### config.mk
export PLATFORM = sky130hd
export DESIGN_NAME = ccff_chain_driver
export DESIGN_NICKNAME = d
export VERILOG_FILES = /design/src/rtl/ccff_pkg.sv /design/src/rtl/ccff_rb_packer.sv /design/src/rtl/ccff_chain_driver.sv
export SDC_FILE = /design/constraint.sdc
export NUM_CORES = 1
export LEC_CHECK = 0
export ABC_AREA = 0
export CAP_MARGIN = 15
export CORE_MARGIN = 3
export CORE_UTILIZATION = 55
export CTS_CLUSTER_SIZE = 10
export DETAILED_ROUTE_END_ITERATION = 6
export GPL_ROUTABILITY_DRIVEN = 1
export GPL_TIMING_DRIVEN = 0
export PLACE_DENSITY = 0.79
export SLEW_MARGIN = 20
export SYNTH_ARGS = -nofsm -noshare
export SYNTH_HDL_FRONTEND = slang
export SYNTH_SLANG_ARGS = --single-unit
### constraint.sdc
create_clock -name prog_clk -period 3.1 [get_ports prog_clk]
set_input_delay 0.31 -clock prog_clk [delete_from_list [all_inputs] [get_ports prog_clk]]
set_output_delay 0.31 -clock prog_clk [all_outputs]
set_load 0.02 [all_outputs]
### src/rtl/ccff_pkg.sv
// Shared definitions for the configuration-chain driver: controller state encoding
// and default chain / host-word geometry.
package ccff_pkg;

   localparam int CCFF_CHAIN_LEN_DEF = 160;
   localparam int CCFF_WORD_W_DEF    = 8;

   typedef enum logic [2:0] {
      ST_IDLE  = 3'd0,
      ST_LOAD  = 3'd1,
      ST_SHIFT = 3'd2,
      ST_DRAIN = 3'd3,
      ST_DONE  = 3'd4,
      ST_ERR   = 3'd5
   } ccff_state_e;

endpackage

### src/rtl/ccff_rb_packer.sv
// Readback packer: collects chain-tail bits MSB-first into host words and presents
// them on a valid/ready port; a flush emits a zero-padded partial word marked last.
module ccff_rb_packer
   import ccff_pkg::*;
#(
   parameter int WORD_W = CCFF_WORD_W_DEF
) (
   input  logic              prog_clk,
   input  logic              prog_reset_n,
   input  logic              clear,
   input  logic              cap_en,
   input  logic              cap_bit,
   input  logic              cap_final,
   input  logic              flush,
   input  logic              m_ready,
   output logic              m_valid,
   output logic [WORD_W-1:0] m_data,
   output logic              m_last
);

   localparam int                FILL_W    = $clog2(WORD_W);
   localparam logic [FILL_W-1:0] FILL_LAST = FILL_W'(WORD_W - 1);

   logic [WORD_W-1:0] sr;
   logic [FILL_W-1:0] fill;
   logic              out_free;

   assign out_free = !m_valid || m_ready;

   // Unfilled positions of sr stay 0, so a flushed partial word is already padded.
   always_ff @(posedge prog_clk or negedge prog_reset_n) begin
      if (!prog_reset_n) begin
         sr      <= '0;
         fill    <= '0;
         m_valid <= 1'b0;
         m_data  <= '0;
         m_last  <= 1'b0;
      end else if (clear) begin
         sr      <= '0;
         fill    <= '0;
         m_valid <= 1'b0;
         m_data  <= '0;
         m_last  <= 1'b0;
      end else begin
         if (m_valid && m_ready) begin
            m_valid <= 1'b0;
            m_last  <= 1'b0;
         end
         if (cap_en) begin
            if (fill == FILL_LAST) begin
               m_data  <= {sr[WORD_W-1:1], cap_bit};
               m_valid <= 1'b1;
               m_last  <= cap_final;
               sr      <= '0;
               fill    <= '0;
            end else begin
               sr[FILL_LAST - fill] <= cap_bit;
               fill                 <= fill + FILL_W'(1);
            end
         end else if (flush && (fill != '0) && out_free) begin
            m_data  <= sr;
            m_valid <= 1'b1;
            m_last  <= 1'b1;
            sr      <= '0;
            fill    <= '0;
         end
      end
   end

endmodule

### src/rtl/ccff_chain_driver.sv
// Configuration-chain driver: shifts host bitstream words into a ccff chain one bit
// per enabled prog_clk cycle while returning the chain's previous contents as words.
module ccff_chain_driver
   import ccff_pkg::*;
#(
   parameter int CHAIN_LEN = CCFF_CHAIN_LEN_DEF,
   parameter int WORD_W    = CCFF_WORD_W_DEF
) (
   input  logic              prog_clk,
   input  logic              prog_reset_n,
   input  logic              start,
   input  logic              s_valid,
   output logic              s_ready,
   input  logic [WORD_W-1:0] s_data,
   input  logic              s_last,
   output logic              ccff_head,
   input  logic              ccff_tail,
   output logic              chain_clk_en,
   output logic              m_valid,
   input  logic              m_ready,
   output logic [WORD_W-1:0] m_data,
   output logic              m_last,
   output logic              busy,
   output logic              done,
   output logic              err
);

   localparam int               CNT_W   = $clog2(CHAIN_LEN + 1);
   localparam int               SH_W    = $clog2(WORD_W + 1);
   localparam logic [CNT_W-1:0] CNT_MAX = CNT_W'(CHAIN_LEN);
   localparam logic [SH_W-1:0]  SH_MAX  = SH_W'(WORD_W);

   ccff_state_e       state, state_nxt;
   logic [CNT_W-1:0]  bitcnt, bitcnt_inc;
   logic [SH_W-1:0]   shcnt, shcnt_inc;
   logic [WORD_W-1:0] word_q;
   logic              last_q;

   logic start_ok, load_fire, shift_en, word_end, chain_full;
   logic pk_clear, pk_flush;

   assign start_ok   = start && ((state == ST_IDLE) || (state == ST_DONE) || (state == ST_ERR));
   assign load_fire  = (state == ST_LOAD) && s_valid;
   // Output backpressure freezes the chain so no tail bit is captured without room.
   assign shift_en   = (state == ST_SHIFT) && !(m_valid && !m_ready);
   assign bitcnt_inc = bitcnt + CNT_W'(1);
   assign shcnt_inc  = shcnt + SH_W'(1);
   assign chain_full = (bitcnt_inc == CNT_MAX);
   assign word_end   = shift_en && ((shcnt_inc == SH_MAX) || chain_full);

   always_ff @(posedge prog_clk or negedge prog_reset_n) begin
      if (!prog_reset_n) begin
         state  <= ST_IDLE;
         bitcnt <= '0;
         shcnt  <= '0;
         word_q <= '0;
         last_q <= 1'b0;
      end else begin
         state <= state_nxt;
         if (start_ok) begin
            bitcnt <= '0;
            shcnt  <= '0;
            word_q <= '0;
            last_q <= 1'b0;
         end else if (load_fire) begin
            word_q <= s_data;
            last_q <= s_last;
            shcnt  <= '0;
         end else if (shift_en) begin
            word_q <= {word_q[WORD_W-2:0], 1'b0};
            bitcnt <= bitcnt_inc;
            shcnt  <= shcnt_inc;
         end
      end
   end

   always_comb begin
      state_nxt    = state;
      s_ready      = 1'b0;
      chain_clk_en = 1'b0;
      ccff_head    = 1'b0;
      busy         = 1'b0;
      done         = 1'b0;
      err          = 1'b0;
      pk_clear     = 1'b0;
      pk_flush     = 1'b0;
      case (state)
         ST_IDLE: begin
            if (start) begin
               state_nxt = ST_LOAD;
               pk_clear  = 1'b1;
            end
         end
         ST_LOAD: begin
            busy    = 1'b1;
            s_ready = 1'b1;
            if (s_valid) state_nxt = ST_SHIFT;
         end
         ST_SHIFT: begin
            busy         = 1'b1;
            chain_clk_en = shift_en;
            ccff_head    = shift_en && word_q[WORD_W-1];
            if (word_end) begin
               if (chain_full) state_nxt = last_q ? ST_DRAIN : ST_ERR;
               else            state_nxt = last_q ? ST_ERR : ST_LOAD;
               // Entering ERR drops any readback word still waiting for the host.
               if (state_nxt == ST_ERR) pk_clear = 1'b1;
            end
         end
         ST_DRAIN: begin
            busy     = 1'b1;
            pk_flush = 1'b1;
            if (m_valid && m_ready && m_last) state_nxt = ST_DONE;
         end
         ST_DONE: begin
            done = 1'b1;
            if (start) begin
               state_nxt = ST_LOAD;
               pk_clear  = 1'b1;
            end
         end
         ST_ERR: begin
            err = 1'b1;
            if (start) begin
               state_nxt = ST_LOAD;
               pk_clear  = 1'b1;
            end
         end
         default: state_nxt = ST_IDLE;
      endcase
   end

   ccff_rb_packer #(
      .WORD_W (WORD_W)
   ) u_packer (
      .prog_clk     (prog_clk),
      .prog_reset_n (prog_reset_n),
      .clear        (pk_clear),
      .cap_en       (shift_en),
      .cap_bit      (ccff_tail),
      .cap_final    (chain_full),
      .flush        (pk_flush),
      .m_ready      (m_ready),
      .m_valid      (m_valid),
      .m_data       (m_data),
      .m_last       (m_last)
   );

endmodule

==> results of run 1 <==
-- worst register-to-register path: cells and delay by family, from the launching register on --
kind,cells,cell delay [ns]
compound gates,2,0.51
fa+ha+maj,2,0.46
buf+inv,3,0.35
flops,1,0.44
simple gates,3,0.51
-- cell usage in the layout (no fill, tap or decap), types with 4 or more instances in the layout --
cell             netlist  layout
and2_1                 4       4
clkbuf_8               0       5
a31o_1                 4       4
nand2_1               36      36
clkbuf_1               5       6
nand2b_1               5       5
inv_1                 21      21
buf_2                  7       8
a22o_1                 5       5
mux2i_1                6       6
a222oi_1               8       8
nand3_1                8       8
a31oi_1                5       5
clkdlybuf4s50_1        0      29
nor3b_1                5       5
o21ai_0               17      17
ha_1                   7       7
nor2_1                11      11
dfrtp_1               45      45
-- report_power, final --
part | switching [mW] | internal (mW) | leakage (nW)
Clock | 0.206 | 0.159 | 0.0374
Sequential | 0.116 | 0.712 | 0.610
Combinational | 0.587 | 0.427 | 0.665
-- how the worst max path moves through the flow --
| stage | startpoint | cells after the start | slack, ns | to |
|---|---|---|---|---|
| after detailed placement | m_ready | 7 | 0.43 | ccff_head |
| final | state[2] | 7 | 0.26 | ccff_head |
| after floorplan | bitcnt[0] | 10 | 0.96 | u_packer.m_data[3] |
| after CTS | state[2] | 7 | 0.27 | ccff_head |
| after global routing | state[2] | 7 | 0.1 | ccff_head |
| after global placement | m_ready | 7 | 0.40 | ccff_head |
-- flip-flops by register name, indices dropped and copies added, names as in the netlist --
signal,count
u_packer.fill,3
bitcnt,8
u_packer.m_valid,1
u_packer.sr,8
u_packer.m_last,1
last_q,1
u_packer.m_data,8
state,3
shcnt,4
word_q,8
-- metrics by stage --
stage | total power [mW] | worst slack, ns
finish | 2.206 | 0.2592
global route | 2.374 | 0.09899
CTS | 2.212 | 0.2658
detailed placement | 1.848 | 0.4292
global placement | 1.817 | 0.3977
floorplan | 1.529 | 0.9610
-- final cells by class --
type / instances / area (um^2)
fill: 335 / 1206
multi-input combinational: 175 / 1194
sequential: 45 / 1126
timing repair buffer: 32 / 325.3
inverter: 23 / 87.58
buffer: 15 / 83.83
clock buffer: 6 / 72.57
tap: 50 / 62.56
clock inverter: 2 / 15.01
-- cell families after synthesis --
| group | after synthesis | share of synthesized area, % |
|---|---|---|
| adders and majority gates | 7 | 3.516 |
| xor gates and xnor gates | 2 | 0.7033 |
| buffers and inverters | 38 | 6.881 |
| muxes | 6 | 2.411 |
| DFF | 45 | 45.20 |
| and+or+nand+nor | 88 | 18.68 |
| AOI/OAI and AO/OA | 72 | 22.60 |
-- metal layers --
layer,part of all wire (%),vias up,track usage (%),wire [um]
met5,0,-,0,0
met1,47,968,32.47,2515
li1,-,1021,-,-
met3,6.1,9,4.514,327
met4,1.4,0,6.439,78
met2,46,61,34.96,2474
==> flow_summary.ini, run 1 <==
[status]
status = finished, final reports clean

[clocking]
root_buffer = clkbuf_8
h-tree-depth = 2
numCtsBuffers = 5
clock_path_buffers = 2
clock-sinks = 45
cts_tree = yes
hold_buffers = 1
post_cts_buffers = 0
clock_latency_ns = 0.30
clk_pin_slew_ns = 0.09
cts.repair.resized = 0

[synthesis]
ys.warnings.count = 0
synth_cell_types = 58
netlist_area_mm2 = 0.002491
synth_top_area_share_pct = 45.20
synth.avg_cell_area_um2 = 9.656
synth_area_leaders = dfrtp_1, nand2_1, ha_1
syn_nets = 280
synth_commonest_cells = dfrtp_1, nand2_1, inv_1
yosysMostFrequentCell = dfrtp_1
ys_ff_latch = 45
seq_area_frac_synth_pct = 45.20
syn_inst = 258
synthArstFlopShare_pct = 100.0
synth_edf_count = 0
yosys.area.top_type = dfrtp_1
ys.flop_type = dfrtp_1

[worst_setup_path]
worstSetupPathType = reg -> out
path_cells = nand2b_4, nor2_2, nand2_1, inv_2, clkbuf_1, and2_1, clkdlybuf4s50_1
slowest_delay_ns = 0.60
crit_path_start_kind = register
crit_family = buffers and inverters
worst_r2r_endpoint = u_packer.m_data[6]
end_kind = output port
reg2regPathDepth = 10
critPathSlowestCell = clkdlybuf4s50_1
crit_arrival_ns = 2.53
r2r_start = bitcnt[0]
r2r_slack_ns = 0.74
critPathMaxFanout = 10
cp_num_buf_inv = 3
worstPathRequired_ns = 2.79

[routing]
drc = 0
ant_nets = 0
vias = 2059
drtPass1Iterations = 5
post_drt_wl_per_cell_um = 15.51
vias_per_cell = 5.917
drtIter0Drc = 130
totalWireLength_um = 5396

[global_route]
grt_pass1_wl_um = 9411
grt_start_max_net_pins = 34
grt_pass1_vias = 1999
grt_use_total_pct = 22.61
grt-ovfl-total = 0
antenna_found_initial = 0

[floorplanning]
fp.dieH_um = 73.30
die-area_mm2 = 0.005373
die_w_um = 73.30
initial_core_util_pct = 59.70
io_pins = 31
rows = 23
design.core.area_mm2 = 0.004173

[job]
max-cap-violations = 0

[timing]
setup_viol = 0
fin_skew_ns = 0.005835
maxSlewViolCount = 0
worst_slew_pin_slew_ns = 0.5823
min_period_ns = 2.841
slew_headroom_pct = 60.86
final_hold_viol_count = 0
grt_setup_unrepaired = false
fmax_mhz = 352.0
whs_ns = 0.4258
min_period_over_period_pct = 91.64
fin_setup_tns_ns = 0

[place]
placed_area_mm2 = 0.002869
gp_congestion = 0.8442
dp.cells = 339
portBuffers = 30
dp.final_hpwl_um = 3907

[final_layout]
fin_nets = 319
final_util_pct = 71.09
stdcell_count = 348
stdcell_area_mm2 = 0.002967
drive_gt1_share_pct = 11.07
syn2layout_area_growth_pct = 19.09
antenna_cells = 0

[power_and_ir_drop]
vdd_ir_drop_max_mv = 0.4411
p_leak_nw = 1.312
powerDensity_mw_per_mm2 = 743.8

[min_path]
holdCritPathClass = in -> async
(Power assumes the default switching activity.)
==> run 2, diff against run 1 <==
Settings changed: GPL_TIMING_DRIVEN 0 to default, TNS_END_PERCENT from default to 5.
==> run 2 against run 1 <==
Compared with the run above:
- register-to-register slack got worse by 0.20 ns
- via count decreased by 1.3%
- clock skew increased by 0.0022 ns
- highest routed layer unchanged
==> flow_summary.ini, run 2 (synthesis results as in run 1) <==
[final_layout]
syn2layout_area_growth_pct = 17.48
final_cell_mix = dfrtp_1, nand2_1, clkdlybuf4s50_1
drive_gt1_share_pct = 9.507
antenna_cells = 0
layout.cells.most_common = dfrtp_1
fin_nets = 305
stdcell_area_mm2 = 0.002927

[worst_setup_path]
worstSetupPathType = reg -> out
reg2regPathDepth = 10
crit_start = state[1]
worst_r2r_endpoint = u_packer.m_data[5]
r2r_start = bitcnt[0]
slowest_delay_ns = 0.60
crit_arrival_ns = 2.28
r2r_slack_ns = 0.54
crit_path_start_kind = register
end_kind = output port
cp_num_buf_inv = 2
critPathSlowestCell = dfrtp_1
crit_family = buffers and inverters
worstPathRequired_ns = 2.79
path_cells = nand2b_4, nor2_2, nand2_1, inv_2, and2_1, clkdlybuf4s50_1
critPathMaxFanout = 16

[clocking]
clock_path_buffers = 2
numCtsBuffers = 5
cts.repair.resized = 0
clk_pin_slew_ns = 0.08
hold_buffers = 0
clock_latency_ns = 0.30
post_cts_buffers = 0
cts_tree = yes
clock-sinks = 45
root_buffer = clkbuf_8
h-tree-depth = 2

[routing]
post_drt_wl_per_cell_um = 15.36
wl_met1_um = 2481
vias = 2032
totalWireLength_um = 5131
wl_met2_um = 2345
drtIter0Drc = 169
wl_met3_um = 227
routed.top_layer = met4
drtPass1Iterations = 6
ant_nets = 0
drc = 0
vias_per_cell = 6.084

[timing]
min_period_over_period_pct = 83.40
setup_viol = 0
fin_skew_ns = 0.007987
grt_setup_unrepaired = false
worst_slew_pin_slew_ns = 0.9734
fmax_mhz = 386.8
whs_ns = 0.1686
slew_headroom_pct = 35.11
final_hold_viol_count = 0
min_period_ns = 2.586
maxSlewViolCount = 0
fin_setup_tns_ns = 0

[floorplanning]
design.core.area_mm2 = 0.004173
io_pins = 31
rows = 23
die-area_mm2 = 0.005373
initial_core_util_pct = 59.70
die_w_um = 73.30
fp.dieH_um = 73.30

[global_route]
grt-ovfl-total = 0
grt_pass1_vias = 1913
grt_start_max_net_pins = 46
antenna_found_initial = 0
grt_pass1_wl_um = 8645
grt_use_total_pct = 20.80

[power_and_ir_drop]
vdd_ir_drop_max_mv = 0.4289
p_leak_nw = 1.291
powerDensity_mw_per_mm2 = 791.9

[place]
gp_congestion = 0.7956
placed_area_mm2 = 0.002788
dp.final_hpwl_um = 3525
portBuffers = 30

[job]
max-cap-violations = 0

[min_path]
holdCritPathClass = in -> async

[status]
status = finished, final reports clean
[run 2: cell types whose count changed in the layout (fill, tap and decap cells not counted), sizes merged]
cell,change
buf,-8
clkbuf,-6
bufinv,+2
clkinvlp,-2
clkinv,+1
dlygate4sd3,-1
[run 2: worst max-delay path by stage]
stage / end / depth (start not counted) / slack (ns)
after floorplan: u_packer.m_data[3] / 10 / 0.96
after global placement: shcnt[2] / 7 / 0.60
after detailed placement: shcnt[2] / 7 / 0.55
after CTS: ccff_head / 6 / 0.53
after global routing: u_packer.m_data[5] / 10 / 0.27
final: ccff_head / 6 / 0.51
[run 2: power breakdown]
group	leakage [nW]	internal (mW)	switching (mW)
Combinational	0.614	0.403	0.538
Clock	0.0681	0.320	0.194
Sequential	0.610	0.712	0.151
Total	1.29	1.43	0.883
[run 2: per-stage QoR]
stage,power (mW),setup WS [ns],utilization [%],std cells
after CTS,2.324,0.5271,70.02,334
after detailed placement,1.802,0.5514,66.81,326
after global routing,2.484,0.2654,70.13,334
final,2.317,0.5145,70.13,334
after floorplan,1.529,0.9610,-,258
after global placement,1.784,0.5965,66.81,326
[run 2: per-layer routing]
| metal | track usage (%) | vias up |
|---|---|---|
| li1 | - | 988 |
| met1 | 30.01 | 985 |
| met2 | 30.88 | 52 |
| met3 | 4.514 | 7 |
| met4 | 7.646 | 0 |
| met5 | 0 | - |
[run 2: worst reg2reg max path: stages (launching register included)]
cell and delay (ns):
dfrtp_1 0.44, ha_1 0.25, nand2_1 0.11, nor3b_1 0.32, nand2_1 0.14, clkinv_2 0.11, ha_1 0.29, a41oi_1 0.19
o31a_1 0.36, nand2_1 0.13, mux2i_1 0.16
[run 2: layout make-up]
type	instances	area (um^2)
timing repair buffer	33	317.8
inverter	23	87.58
clock buffer	5	68.82
fill	327	1246
sequential	45	1126
multi-input combinational	175	1199
clock inverter	3	65.06
tap	50	62.56
==> run 3, diff against run 2 <==
Clock period 3.1 ns to 2.6 ns, I/O delays scaled along.
==> run 3 against run 2 <==
Compared with the run above:
- die area stayed put
- register-to-register slack worse by 0.29 ns
- sequential share of layout area is 0.27 points lower
- clock-buffer cell count stayed put
- routed wire length is 2.6% higher
- non-clock buffer count is 6 higher
- critical endpoint is now chain_clk_en
- largest power group unchanged
- highest routed layer unchanged
==> flow_summary.ini, run 3 (synthesis results as in run 1) <==
[power_and_ir_drop]
vdd_ir_drop_max_mv = 0.5095
finalPower_mw = 2.715
powerDensity_mw_per_mm2 = 920.4
p_leak_nw = 1.324

[min_path]
holdCritPathClass = in -> async

[place]
portBuffers = 30
place_ws_ns = 0.09099
gp_congestion = 0.7906
dp.cells = 331
dp.final_hpwl_um = 3649
placed_area_mm2 = 0.002825

[final_layout]
fill_cells = 338
stdcell_count = 339
drive_gt1_share_pct = 11.76
syn2layout_area_growth_pct = 18.43
final_cell_mix = dfrtp_1, nand2_1, clkdlybuf4s50_1
layout.cells.most_common = dfrtp_1
fin_nets = 311
stdcell_area_mm2 = 0.002950
antenna_cells = 0

[timing]
final_hold_viol_count = 0
min_period_over_period_pct = 92.75
fin_skew_ns = 0.002428
fmax_mhz = 414.7
fin_ws_ns = 0.1886
maxSlewViolCount = 0
worst_slew_pin_slew_ns = 0.9775
slew_headroom_pct = 34.83
min_period_ns = 2.411
setup_viol = 0
fin_setup_tns_ns = 0
grt_setup_unrepaired = false

[clocking]
clk_pin_slew_ns = 0.08
clock_path_buffers = 2
clock_latency_ns = 0.30
hold_buffers = 0
h-tree-depth = 2
numCtsBuffers = 5
clock-sinks = 45
root_buffer = clkbuf_8
cts_tree = yes

[floorplanning]
die-area_mm2 = 0.005373
fp.dieH_um = 73.30
initial_core_util_pct = 59.70
design.core.area_mm2 = 0.004173
io_pins = 31
rows = 23
die_w_um = 73.30

[routing]
vias_per_cell = 6.053
ant_nets = 0
drtIter0Drc = 123
totalWireLength_um = 5264
post_drt_wl_per_cell_um = 15.53
drc = 0
drtPass1Iterations = 4
vias = 2052

[global_route]
grt_pass1_wl_um = 8990
grt-ovfl-total = 0
antenna_found_initial = 0
grt_use_total_pct = 21.55
grt_start_max_net_pins = 46
grt_pass1_vias = 1890

[worst_setup_path]
reg2regPathDepth = 9
critPathMaxFanout = 8
worstPathRequired_ns = 2.34
crit_start = state[2]
r2r_start = bitcnt[0]
r2r_slack_ns = 0.25
end_kind = output port
crit_path_start_kind = register
worst_r2r_endpoint = u_packer.sr[2]
worstSetupPathType = reg -> out
crit_arrival_ns = 2.15

[job]
max-cap-violations = 0

[status]
status = finished, final reports clean
-- run 3: cell count changes in the layout (fill, tap and decap cells not counted) --
cell and delta:
dlymetal6s2s_1 +1, buf_4 +6, dfrtp_1 -1, dfrtp_2 +1, clkdlybuf4s50_1 -1, nor3b_2 +1
bufinv_16 -1, nor3b_1 -1
-- run 3: layout make-up --
type	instances	area, um^2	area share, %
Multi-Input combinational cell	175	1204	40.80
Sequential cell	45	1127	38.21
Timing Repair Buffer	39	365.4	12.38
Inverter	23	87.58	2.969
Clock buffer	5	68.82	2.332
Tap cell	50	62.56	2.120
Clock inverter	2	35.03	1.187
-- run 3: metrics by stage --
stage	utilization [%]	hold slack, ns
2_1_floorplan	-	-0.03559
3_3_place_gp	67.71	0.4734
3_5_place_dp	67.71	0.4680
4_1_cts	70.19	0.1562
5_1_grt	70.70	0.1837
6_report	70.70	0.1183
-- run 3: power by group --
group	leakage [nW]	switching, mW	total, mW	internal (mW)
registers	0.608	0.184	1.03	0.850
clock network	0.0540	0.232	0.511	0.279
logic	0.662	0.649	1.17	0.522
total	1.32	1.06	2.72	1.65
-- run 3: timing repair --
item | in CTS | in global routing
setup endpoints to repair | 0 | 10
buffers inserted | 0 | 1
gates resized for setup | 0 | 3
hold endpoints to repair | 0 | 0
-- run 3: how the worst max path moves through the flow --
stage,to,slack (ns)
4_1_cts,ccff_head,0.03
6_report,chain_clk_en,0.19
5_1_grt,chain_clk_en,0.06
2_1_floorplan,u_packer.m_data[3],0.46
3_3_place_gp,u_packer.m_data[4],0.18
3_5_place_dp,shcnt[2],0.09
-- run 3: metal layers --
metal  GRT usage (%)  part of all wire [%]  up-vias
met2           31.68                    46       49
met5               0                     0        -
met3           4.651                   4.6        6
met1           31.56                    48     1001
met4           7.445                   1.1        0
li1                -                     -      996
-- run 3: critical path, cell delays in order, from the launching register on --
cell and delay, ns:
dfrtp_1 0.47, nand2b_4 0.19, nor2_2 0.17, nand2_1 0.12, inv_2 0.14, buf_4 0.16
clkdlybuf4s50_1 0.60
